[config.mk]
export PLATFORM = sky130hd
export DESIGN_NAME = btn_conditioner
export DESIGN_NICKNAME = d
export VERILOG_FILES = /design/src/rtl/btn_conditioner.sv
export SDC_FILE = /design/constraint.sdc
export NUM_CORES = 1
export LEC_CHECK = 0
export ABC_AREA = 1
export CAP_MARGIN = 20
export CORE_MARGIN = 2
export CORE_UTILIZATION = 60
export CTS_CLUSTER_DIAMETER = 40
export DETAILED_ROUTE_END_ITERATION = 10
export PLACE_DENSITY = 0.92
export SYNTH_ARGS = -nofsm -noshare
export SYNTH_HDL_FRONTEND = slang
export SYNTH_SLANG_ARGS = --single-unit
[constraint.sdc]
create_clock -name clock -period 4.7 [get_ports clock]
set_input_delay 0.94 -clock clock [delete_from_list [all_inputs] [get_ports clock]]
set_output_delay 0.94 -clock clock [all_outputs]
set_load 0.02 [all_outputs]
[src/rtl/btn_conditioner.sv]
// Push-button conditioner: synchronise, debounce, one-cycle press/auto-repeat
// triggers, and a switch snapshot that is held constant between triggers.
module btn_conditioner #(
  parameter int DEBOUNCE_CYCLES = 100000,
  parameter int REPEAT_EN       = 1,
  parameter int REPEAT_DELAY    = 50000000,
  parameter int REPEAT_PERIOD   = 10000000,
  parameter int DATA_WIDTH      = 16
) (
  input  logic                  clock,
  input  logic                  reset,
  input  logic                  btn,
  input  logic [DATA_WIDTH-1:0] data_in,
  output logic                  trigger,
  output logic                  auto_repeat,
  output logic                  pressed,
  output logic [DATA_WIDTH-1:0] data_out
);

  localparam int MAX_A = (DEBOUNCE_CYCLES > REPEAT_DELAY) ?
                         DEBOUNCE_CYCLES : REPEAT_DELAY;
  localparam int MAX_C = (MAX_A > REPEAT_PERIOD) ? MAX_A : REPEAT_PERIOD;
  localparam int CW    = $clog2(MAX_C + 1);

  // The sample that leaves IDLE/HELD already counts as the first one.
  localparam logic [CW-1:0] DB_LAST =
    CW'((DEBOUNCE_CYCLES >= 2) ? DEBOUNCE_CYCLES - 2 : 0);
  localparam logic [CW-1:0] RD_LAST = CW'(REPEAT_DELAY - 1);
  localparam logic [CW-1:0] RP_LAST = CW'(REPEAT_PERIOD - 1);
  localparam bit DB_ONE = (DEBOUNCE_CYCLES == 1);
  localparam bit RPT_ON = (REPEAT_EN != 0);

  typedef enum logic [2:0] {
    S_IDLE,
    S_PRESS_DB,
    S_HELD,
    S_REPEAT,
    S_RELEASE_DB
  } state_t;

  state_t state, state_n;
  logic [CW-1:0] cnt, cnt_n;
  logic trig_n, rpt_n;

  logic btn_m, btn_s;
  logic [DATA_WIDTH-1:0] data_m, data_s;

  always_ff @(posedge clock) begin
    if (reset) begin
      btn_m  <= 1'b0;
      btn_s  <= 1'b0;
      data_m <= '0;
      data_s <= '0;
    end else begin
      btn_m  <= btn;
      btn_s  <= btn_m;
      data_m <= data_in;
      data_s <= data_m;
    end
  end

  always_comb begin
    state_n = state;
    cnt_n   = cnt + CW'(1);
    trig_n  = 1'b0;
    rpt_n   = 1'b0;
    unique case (state)
      S_IDLE: begin
        cnt_n = '0;
        if (btn_s) begin
          if (DB_ONE) begin
            state_n = S_HELD;
            trig_n  = 1'b1;
          end else begin
            state_n = S_PRESS_DB;
          end
        end
      end
      S_PRESS_DB: begin
        if (!btn_s) begin
          state_n = S_IDLE;
        end else if (cnt == DB_LAST) begin
          state_n = S_HELD;
          trig_n  = 1'b1;
        end
      end
      S_HELD: begin
        if (!btn_s) begin
          state_n = DB_ONE ? S_IDLE : S_RELEASE_DB;
        end else if (RPT_ON && cnt == RD_LAST) begin
          state_n = S_REPEAT;
          trig_n  = 1'b1;
          rpt_n   = 1'b1;
        end
      end
      S_REPEAT: begin
        if (!btn_s) begin
          state_n = DB_ONE ? S_IDLE : S_RELEASE_DB;
        end else if (cnt == RP_LAST) begin
          cnt_n  = '0;
          trig_n = 1'b1;
          rpt_n  = 1'b1;
        end
      end
      S_RELEASE_DB: begin
        if (btn_s) begin
          state_n = S_HELD;
        end else if (cnt == DB_LAST) begin
          state_n = S_IDLE;
        end
      end
      default: begin
        state_n = S_IDLE;
        cnt_n   = '0;
      end
    endcase
    if (state_n != state) cnt_n = '0;
  end

  always_ff @(posedge clock) begin
    if (reset) begin
      state       <= S_IDLE;
      cnt         <= '0;
      trigger     <= 1'b0;
      auto_repeat <= 1'b0;
      data_out    <= '0;
    end else begin
      state       <= state_n;
      cnt         <= cnt_n;
      trigger     <= trig_n;
      auto_repeat <= rpt_n;
      if (trig_n) data_out <= data_s;
    end
  end

  assign pressed = (state == S_HELD) || (state == S_REPEAT) ||
                   (state == S_RELEASE_DB);

endmodule

==> metrics.txt, run 1 <==
# TYPE chip_impl_metric gauge
chip_impl_metric{name="number_of_register_bits_inferred_by_synthesis",unit=""} 81
chip_impl_info{name="timing.hold.worst.class",value="reg2reg"} 1
chip_impl_metric{name="multi_input_area",unit="um2"} 1817
chip_impl_metric{name="cp_data_arrival_time",unit="ns"} 1.81
chip_impl_metric{name="post_synth_inst_count",unit=""} 570
chip_impl_metric{name="ioPinCount",unit=""} 38
chip_impl_info{name="path_class",value="reg2out"} 1
chip_impl_metric{name="die_width",unit="um"} 84.86
chip_impl_metric{name="post-dp-hpwl",unit="um"} 6739
chip_impl_metric{name="endpoints_failing_hold",unit=""} 0
chip_impl_metric{name="fill_cell_total_of_the_finished_layout",unit=""} 506
chip_impl_info{name="delay_heaviest_family_cp",value="buffers and inverters"} 1
chip_impl_metric{name="synth.net_count",unit=""} 591
chip_impl_info{name="synth_top_area_cell",value="sky130_fd_sc_hd__dfxtp_1"} 1
chip_impl_metric{name="first_pass_iters",unit=""} 7
chip_impl_metric{name="critical_path_buf_inv_count",unit=""} 3
chip_impl_metric{name="p_sw",unit="mW"} 0.3035
chip_impl_metric{name="die_height",unit="um"} 84.86
chip_impl_info{name="worstSetupEndpointType",value="output pin"} 1
chip_impl_info{name="regToRegEndpoint",value="cnt[6]"} 1
chip_impl_metric{name="drt_drc_violations_left",unit=""} 0
chip_impl_info{name="ctsRootBufferMaster",value="sky130_fd_sc_hd__clkbuf_8"} 1
chip_impl_metric{name="yosysWarnings",unit=""} 0
chip_impl_metric{name="rows",unit=""} 29
chip_impl_metric{name="power.ir.vdd_worst",unit="uV"} 290.3
chip_impl_metric{name="postCtsSetupRepairBufs",unit=""} 0
chip_impl_metric{name="cts_buffer_depth",unit=""} 2
chip_impl_metric{name="drt_iter0_markers",unit=""} 322
chip_impl_metric{name="drive_gt1_share",unit="%"} 10.87
chip_impl_info{name="crit_path_start_kind",value="register"} 1
chip_impl_metric{name="cp.depth",unit=""} 6
chip_impl_metric{name="grt_pass1_wl",unit="um"} 15260
chip_impl_metric{name="power.clock.fraction",unit="%"} 42.3
chip_impl_metric{name="dieArea",unit="um2"} 7200
chip_impl_metric{name="gp_congestion",unit=""} 0.9963
chip_impl_metric{name="starting_density",unit="%"} 61.77
chip_impl_metric{name="power.density",unit="nW/um2"} 295.3
chip_impl_metric{name="layout_worst_path_cycle_share",unit="%"} 58.54
chip_impl_metric{name="holdBufCountCts",unit=""} 0
chip_impl_metric{name="syn_area",unit="um2"} 3923
chip_impl_metric{name="clk-insertion-delay-late",unit="ns"} 0.36
chip_impl_metric{name="areaGrowthSynthToFinish",unit="%"} 14.45
chip_impl_metric{name="fin_worst_skew",unit="ns"} 0.01057
chip_impl_metric{name="fp.coreArea",unit="um2"} 6350
chip_impl_metric{name="place_area",unit="um2"} 4273
chip_impl_info{name="run_status",value="complete, no violations"} 1
chip_impl_metric{name="max-cap-violations",unit=""} 0
chip_impl_metric{name="regToRegSetupSlack",unit="ns"} 2.37
chip_impl_metric{name="fmax",unit="GHz"} 0.3635
chip_impl_metric{name="postSynthAreaPerCell",unit="um2"} 6.882
chip_impl_metric{name="grt_remaining_overflow",unit=""} 0
chip_impl_metric{name="reg2reg_depth",unit=""} 10
chip_impl_metric{name="power_leakage",unit="nW"} 1.840
chip_impl_metric{name="fin_setup_tns",unit="ns"} 0
chip_impl_info{name="crit_end",value="pressed"} 1
chip_impl_metric{name="totalWireLength",unit="um"} 9256
chip_impl_metric{name="power_switching_share",unit="%"} 22.89
chip_impl_metric{name="routed_via_density",unit=""} 5.320
chip_impl_metric{name="power.sequential.fraction",unit="%"} 53.2
chip_impl_metric{name="antenna_found_initial",unit=""} 0
chip_impl_metric{name="cts.sink_count",unit=""} 81
chip_impl_metric{name="setup_viol_count_final",unit=""} 0
chip_impl_metric{name="final_nets",unit=""} 624
chip_impl_metric{name="synthDominantCellAreaShare",unit="%"} 41.34
chip_impl_metric{name="timing_worst_slew_pin_value",unit="ns"} 0.7465
chip_impl_metric{name="route.vias.total",unit=""} 3639
chip_impl_metric{name="clock_tree.htree_level_count",unit=""} 3
chip_impl_metric{name="pin_count_of_the_biggest_net_entering_global_routing",unit=""} 40
chip_impl_metric{name="io_buffers",unit=""} 37
chip_impl_metric{name="synth-seq-area-share",unit="%"} 41.34
chip_impl_metric{name="final_design_area_no_fill",unit="um2"} 4489
chip_impl_metric{name="via_count_of_the_first_global_routing_pass",unit=""} 3249
chip_impl_metric{name="cellInternalPower",unit="mW"} 1.022
chip_impl_info{name="grt_setup_unrepaired",value="no"} 1
chip_impl_info{name="slowest_stage",value="sky130_fd_sc_hd__clkdlybuf4s50_1"} 1
chip_impl_metric{name="grt.total_usage",unit="%"} 26.68
chip_impl_metric{name="timing.critical_path.required",unit="ns"} 3.76
chip_impl_info{name="worstReg2RegStart",value="cnt[0]"} 1
chip_impl_metric{name="antenna_left",unit=""} 0
chip_impl_info{name="critPathLaunch",value="state[1]"} 1
chip_impl_metric{name="timing.final.max_slew_violations",unit=""} 0
chip_impl_metric{name="antennaDiodeCount",unit=""} 0
chip_impl_metric{name="synth.lib_cells_used.distinct",unit=""} 29
chip_impl_metric{name="ctsResizeCount",unit=""} 0
chip_impl_metric{name="critical_path_fanout_max",unit=""} 6
chip_impl_info{name="series_of_cell_instances_along_the_critical_path",value="inv_1 > nand2_1 > nor2_1 > inv_1 > nand2_1 > clkdlybuf4s50_1"} 1
chip_impl_metric{name="combPwrFrac",unit="%"} 4.5
chip_impl_info{name="cts_tree",value="yes"} 1
chip_impl_metric{name="numCtsBuffers",unit=""} 9
chip_impl_metric{name="seqCellArea",unit="um2"} 1622
chip_impl_metric{name="detail_route.wl_per_cell",unit="um"} 13.53
chip_impl_metric{name="min_period",unit="ns"} 2.751
chip_impl_info{name="synthTopCellsByArea",value="sky130_fd_sc_hd__dfxtp_1 41%, sky130_fd_sc_hd__nor2_1 11%, sky130_fd_sc_hd__nand2_1 10%"} 1
chip_impl_metric{name="crit_path_max_incr_delay",unit="ns"} 0.61
chip_impl_metric{name="clk_transition_reported_paths",unit="ns"} 0.09
chip_impl_metric{name="worst_slew_slack_as_a_fraction_of_its_limit",unit="%"} 50.18
worst register-to-register path: stages, from the launching register on:
cell and delay, ns:
sky130_fd_sc_hd__dfxtp_1 0.44, sky130_fd_sc_hd__ha_1 0.26, sky130_fd_sc_hd__nand2_2 0.10, sky130_fd_sc_hd__nor2_4 0.18
sky130_fd_sc_hd__nand3_2 0.13, sky130_fd_sc_hd__nor2_1 0.16, sky130_fd_sc_hd__nand2_1 0.07, sky130_fd_sc_hd__a21oi_1 0.21
sky130_fd_sc_hd__inv_1 0.38, sky130_fd_sc_hd__nand3b_1 0.24, sky130_fd_sc_hd__nor2_2 0.05
per-stage QoR:
step / utilization (%) / cells / total power, mW / setup WS [ns] / hold WS [ns]
after global routing: 70.70 / 684 / 1.366 / 1.743 / 0.4214
after CTS: 70.70 / 684 / 1.330 / 1.965 / 0.4066
after detailed placement: 67.29 / 669 / 0.7805 / 1.606 / 0.3940
after floorplan: - / 570 / 0.7604 / 2.955 / 0.3883
final: 70.70 / 684 / 1.326 / 1.949 / 0.4060
after global placement: 67.29 / 669 / 0.7777 / 1.681 / 0.3923
cells by family after synthesis:
family | synth area share, %
and+or+nand+nor | 40.77
DFF | 41.34
xor gates and xnor gates | 0.8931
adders and majority gates | 0.6379
AOI/OAI and AO/OA | 4.019
buffers and inverters | 12.34
metal layers:
| metal | vias to the layer above | wire, um | track usage (%) |
|---|---|---|---|
| met5 | - | 0 | 0 |
| met4 | 0 | 150 | 7.648 |
| met3 | 18 | 841 | 6.323 |
| met2 | 173 | 4159 | 41.23 |
| met1 | 1628 | 4105 | 37.59 |
| li1 | 1820 | - | - |
cell usage after synthesis:
cell type                  count
sky130_fd_sc_hd__buf_2         2
sky130_fd_sc_hd__buf_6         4
sky130_fd_sc_hd__nand2_1     106
sky130_fd_sc_hd__clkbuf_1      5
sky130_fd_sc_hd__nand3_4       1
sky130_fd_sc_hd__nand3_2       5
sky130_fd_sc_hd__clkinv_1      2
sky130_fd_sc_hd__xor2_1        4
sky130_fd_sc_hd__nand2_2       5
sky130_fd_sc_hd__nand3_1      49
sky130_fd_sc_hd__inv_2         4
sky130_fd_sc_hd__nand4_2       1
sky130_fd_sc_hd__nor2_4        5
sky130_fd_sc_hd__nor3_4        1
sky130_fd_sc_hd__nand2_4       1
sky130_fd_sc_hd__nor2_1      110
sky130_fd_sc_hd__nor3_1       11
sky130_fd_sc_hd__nand4_1      15
sky130_fd_sc_hd__or2_2         4
sky130_fd_sc_hd__ha_1          2
sky130_fd_sc_hd__a21oi_1      19
sky130_fd_sc_hd__clkbuf_8      2
sky130_fd_sc_hd__inv_1        90
sky130_fd_sc_hd__buf_4         3
sky130_fd_sc_hd__o211ai_1      3
sky130_fd_sc_hd__dfxtp_1      81
sky130_fd_sc_hd__nor2_2       23
sky130_fd_sc_hd__nand3b_1      4
sky130_fd_sc_hd__o21ai_0       8
power groups by stage:
stage | sequential, mW | clock, mW | combinational [mW]
floorplan | 0.719 | 0 | 0.0417
global placement | 0.720 | 0 | 0.0573
detailed placement | 0.721 | 0 | 0.0595
CTS | 0.705 | 0.566 | 0.0599
global route | 0.706 | 0.592 | 0.0672
finish | 0.705 | 0.561 | 0.0598
area by class of cell:
class / count / area share (%)
timing repair buffer: 38 / 8.417
inverter: 96 / 8.027
sequential: 81 / 36.12
tap: 77 / 2.146
clock buffer: 9 / 2.759
multi-input combinational: 377 / 40.47
clock inverter: 6 / 2.062
worst min path at each step:
| stage | from | end | slack [ns] | depth (start not counted) |
|---|---|---|---|---|
| after global routing | data_m[14] | data_s[14] | 0.42 | 2 |
| after CTS | data_m[14] | data_s[14] | 0.41 | 2 |
| after floorplan | btn_m | btn_s | 0.39 | 2 |
| after global placement | data_m[5] | data_s[5] | 0.39 | 2 |
| final | data_m[14] | data_s[14] | 0.41 | 2 |
| after detailed placement | data_m[14] | data_s[14] | 0.39 | 2 |
placed cells by master, fill, tap and decap left out, drive strengths merged:
cell             n
nor3            12
nand3b           4
clkdlybuf4s50   37
o211ai           3
a21oi           19
bufinv           2
nand2          112
nand4           16
clkinv           3
xor2             4
inv             95
buf              1
nand3           55
nor2           138
ha               2
or2              4
clkbuf           9
dfxtp           81
o21ai            8
clkinvlp         2
flip-flops by register name, summed over array words and instances, names as in the netlist:
name and count:
auto_repeat 1, btn_m 1, btn_s 1, cnt 26
data_m 16, data_out 16, data_s 16, state 3
trigger 1
No activity file was read; power rests on OpenSTA's default activity.
==> inputs of run 2 (changes only) <==
--- a/config.mk
+++ b/config.mk
@@ -8,10 +8,10 @@
 export ABC_AREA = 1
 export CAP_MARGIN = 20
 export CORE_MARGIN = 2
-export CORE_UTILIZATION = 60
+export CORE_UTILIZATION = 51
 export CTS_CLUSTER_DIAMETER = 40
 export DETAILED_ROUTE_END_ITERATION = 10
-export PLACE_DENSITY = 0.92
+export PLACE_DENSITY = 0.84
 export SYNTH_ARGS = -nofsm -noshare
 export SYNTH_HDL_FRONTEND = slang
 export SYNTH_SLANG_ARGS = --single-unit
==> constraint.sdc (replaced) <==
create_clock -name clock -period 2.4 [get_ports clock]
set_input_delay 0.48 -clock clock [delete_from_list [all_inputs] [get_ports clock]]
set_output_delay 0.48 -clock clock [all_outputs]
set_load 0.02 [all_outputs]
==> metrics.txt, run 2 (synthesis gave the netlist of run 1 again) <==
# TYPE chip_impl_metric gauge
chip_impl_info{name="run_status",value="complete, no violations"} 1
chip_impl_metric{name="route.vias.total",unit=""} 3566
chip_impl_metric{name="power_leakage",unit="nW"} 1.891
chip_impl_metric{name="drive_gt1_share",unit="%"} 11.75
chip_impl_metric{name="power.clock.fraction",unit="%"} 41.0
chip_impl_info{name="critPathMostFrequentCell",value="sky130_fd_sc_hd__nand3_2"} 1
chip_impl_metric{name="power_switching_share",unit="%"} 23.64
chip_impl_metric{name="combPwrFrac",unit="%"} 4.7
chip_impl_metric{name="clk-insertion-delay-late",unit="ns"} 0.35
chip_impl_info{name="crit_path_start_kind",value="register"} 1
chip_impl_metric{name="timing.final.max_slew_violations",unit=""} 0
chip_impl_metric{name="holdBufCountCts",unit=""} 0
chip_impl_info{name="largest_register",value="cnt"} 1
chip_impl_metric{name="timing.critical_path.required",unit="ns"} 2.65
chip_impl_metric{name="ioPinCount",unit=""} 38
chip_impl_info{name="delay_heaviest_family_cp",value="simple AND/OR/NAND/NOR gates"} 1
chip_impl_metric{name="timing_worst_slew_pin_value",unit="ns"} 0.4137
chip_impl_metric{name="power.ir.vdd_worst",unit="uV"} 540.7
chip_impl_metric{name="rows",unit=""} 31
chip_impl_metric{name="die_height",unit="um"} 91.70
chip_impl_info{name="ctsRootBufferMaster",value="sky130_fd_sc_hd__clkbuf_8"} 1
chip_impl_metric{name="critical_path_fanout_max",unit=""} 33
chip_impl_metric{name="dieArea",unit="um2"} 8409
chip_impl_metric{name="grt.total_usage",unit="%"} 23.78
chip_impl_metric{name="first_pass_iters",unit=""} 5
chip_impl_metric{name="fin_hold_ws",unit="ns"} 0.3986
chip_impl_metric{name="die_width",unit="um"} 91.70
chip_impl_metric{name="largest_reg_flops",unit=""} 26
chip_impl_metric{name="met3_length",unit="um"} 796
chip_impl_info{name="worstSetupEndpointType",value="register"} 1
chip_impl_metric{name="endpoints_failing_hold",unit=""} 0
chip_impl_metric{name="io_buffers",unit=""} 37
chip_impl_metric{name="p_sw",unit="mW"} 0.6011
chip_impl_metric{name="antennaDiodeCount",unit=""} 0
chip_impl_info{name="maxUsedRoutingLayer",value="met4"} 1
chip_impl_metric{name="starting_density",unit="%"} 53.23
chip_impl_metric{name="cellInternalPower",unit="mW"} 1.941
chip_impl_metric{name="min_delay_path_depth",unit=""} 2
chip_impl_metric{name="cp.depth",unit=""} 11
chip_impl_metric{name="drt-met1-wl",unit="um"} 4360
chip_impl_metric{name="power.density",unit="nW/um2"} 558.5
chip_impl_metric{name="pre_cts_ws",unit="ns"} 0.3143
chip_impl_metric{name="via_count_of_the_first_global_routing_pass",unit=""} 3346
chip_impl_info{name="path_class",value="reg2reg"} 1
chip_impl_metric{name="seqCellArea",unit="um2"} 1622
chip_impl_metric{name="multi_input_area",unit="um2"} 1817
chip_impl_metric{name="detail_route.wl_per_cell",unit="um"} 13.21
chip_impl_metric{name="grt_remaining_overflow",unit=""} 0
chip_impl_metric{name="fp.coreArea",unit="um2"} 7370
chip_impl_metric{name="clk_transition_reported_paths",unit="ns"} 0.09
chip_impl_metric{name="fill_cell_total_of_the_finished_layout",unit=""} 663
chip_impl_metric{name="fin_setup_tns",unit="ns"} 0
chip_impl_metric{name="layout_worst_path_cycle_share",unit="%"} 86.98
chip_impl_metric{name="final_nets",unit=""} 629
chip_impl_metric{name="critical_path_buf_inv_count",unit=""} 2
chip_impl_metric{name="drt_iter0_markers",unit=""} 276
chip_impl_metric{name="grt_pass1_wl",unit="um"} 15900
chip_impl_metric{name="numCtsBuffers",unit=""} 9
chip_impl_metric{name="min_period",unit="ns"} 2.088
chip_impl_metric{name="clock_tree.htree_level_count",unit=""} 3
chip_impl_metric{name="worst_slack",unit="ns"} 0.3124
chip_impl_metric{name="antenna_found_initial",unit=""} 0
chip_impl_metric{name="pin_count_of_the_biggest_net_entering_global_routing",unit=""} 39
chip_impl_metric{name="crit_path_max_incr_delay",unit="ns"} 0.42
chip_impl_metric{name="gp_congestion",unit=""} 0.9898
chip_impl_metric{name="totalWireLength",unit="um"} 9404
chip_impl_info{name="slowest_stage",value="sky130_fd_sc_hd__dfxtp_1"} 1
chip_impl_metric{name="post-dp-hpwl",unit="um"} 7101
chip_impl_metric{name="met2WireLength",unit="um"} 4090
chip_impl_metric{name="drt_drc_violations_left",unit=""} 0
chip_impl_metric{name="routed_via_density",unit=""} 5.008
chip_impl_metric{name="setup_viol_count_final",unit=""} 0
chip_impl_metric{name="fmax",unit="GHz"} 0.4790
chip_impl_info{name="most_used_cells_in_the_layout_excluding_fill_and_tap_cells",value="110 x sky130_fd_sc_hd__nor2_1, 106 x sky130_fd_sc_hd__nand2_1, 90 x sky130_fd_sc_hd__inv_1, 81 x sky130_fd_sc_hd__dfxtp_1, 49 x sky130_fd_sc_hd__nand3_1"} 1
chip_impl_metric{name="cp_data_arrival_time",unit="ns"} 2.34
chip_impl_metric{name="cts_buffer_depth",unit=""} 2
chip_impl_metric{name="power.sequential.fraction",unit="%"} 54.3
chip_impl_metric{name="postCtsSetupRepairBufs",unit=""} 0
chip_impl_metric{name="fin_worst_skew",unit="ns"} 0.01530
chip_impl_metric{name="max-cap-violations",unit=""} 0
chip_impl_info{name="series_of_cell_instances_along_the_critical_path",value="ha_1 > nand2_2 > nor2_4 > nand3_2 > clkinv_1 > nand4_2 > nand3_2 > buf_4 > nand3_1 > nand2_1 > nor2_1"} 1
chip_impl_info{name="grt_setup_unrepaired",value="no"} 1
chip_impl_info{name="mostFrequentLayoutCell",value="sky130_fd_sc_hd__nor2_1"} 1
chip_impl_info{name="timing.hold.worst.class",value="reg2reg"} 1
chip_impl_info{name="cts_tree",value="yes"} 1
chip_impl_metric{name="worst_slew_slack_as_a_fraction_of_its_limit",unit="%"} 72.21
chip_impl_metric{name="areaGrowthSynthToFinish",unit="%"} 16.04
chip_impl_metric{name="reg2reg_depth",unit=""} 11
chip_impl_metric{name="cts.sink_count",unit=""} 81
chip_impl_metric{name="antenna_left",unit=""} 0
==> run 2: cell type report <==
| type | instances | share of cell area, % |
|---|---|---|
| clock buffers | 10 | 3.024 |
| multi-input cells | 377 | 39.91 |
| repair buffers | 43 | 9.181 |
| well taps | 99 | 2.721 |
| clock inverters | 6 | 1.622 |
| inverters | 96 | 7.916 |
| flip-flops and latches | 81 | 35.62 |
==> run 2: layer usage <==
layer  track usage (%)  up-vias
met4             7.587        0
met3             5.834       14
li1                  -     1829
met5                 0        -
met2             36.52      134
met1             32.95     1589
==> run 2: path summary, 6_finish.rpt <==
path,startpoint,to,slack [ns]
setup / recovery,cnt[0],data_out[6],0.31
setup reg to reg,cnt[0],data_out[6],0.31
hold / removal,data_m[7],data_s[7],0.40
hold reg to reg,data_m[7],data_s[7],0.40
==> run 2: power by group through the flow <==
stage,sequential [mW],combinational (mW),clock [mW]
final,1.38,0.119,1.04
after floorplan,1.41,0.0817,0
after detailed placement,1.41,0.120,0
after global routing,1.38,0.136,1.12
after CTS,1.38,0.120,1.07
after global placement,1.41,0.116,0
==> run 2: tightest hold or removal path: stages (launching register included) <==
cell,delay [ns]
sky130_fd_sc_hd__dfxtp_1,0.30
sky130_fd_sc_hd__inv_1,0.04
sky130_fd_sc_hd__nor2_1,0.03
==> run 2: through the flow <==
stage                     util (%)  power, mW  cells  instance area, um2
final                        61.77      2.542    712                4552
after global routing         61.77      2.641    712                4552
after CTS                    61.73      2.568    712                4549
after detailed placement     58.86      1.531    696                4338
after global placement       58.86      1.527    696                4338
after floorplan                  -      1.489    570                3923
==> run 2: what timing repair did <==
action | 4_1_cts | 5_1_grt
endpoints found under the setup margin | 0 | 1
hold endpoints to repair | 0 | 0
resized for setup | 0 | 1
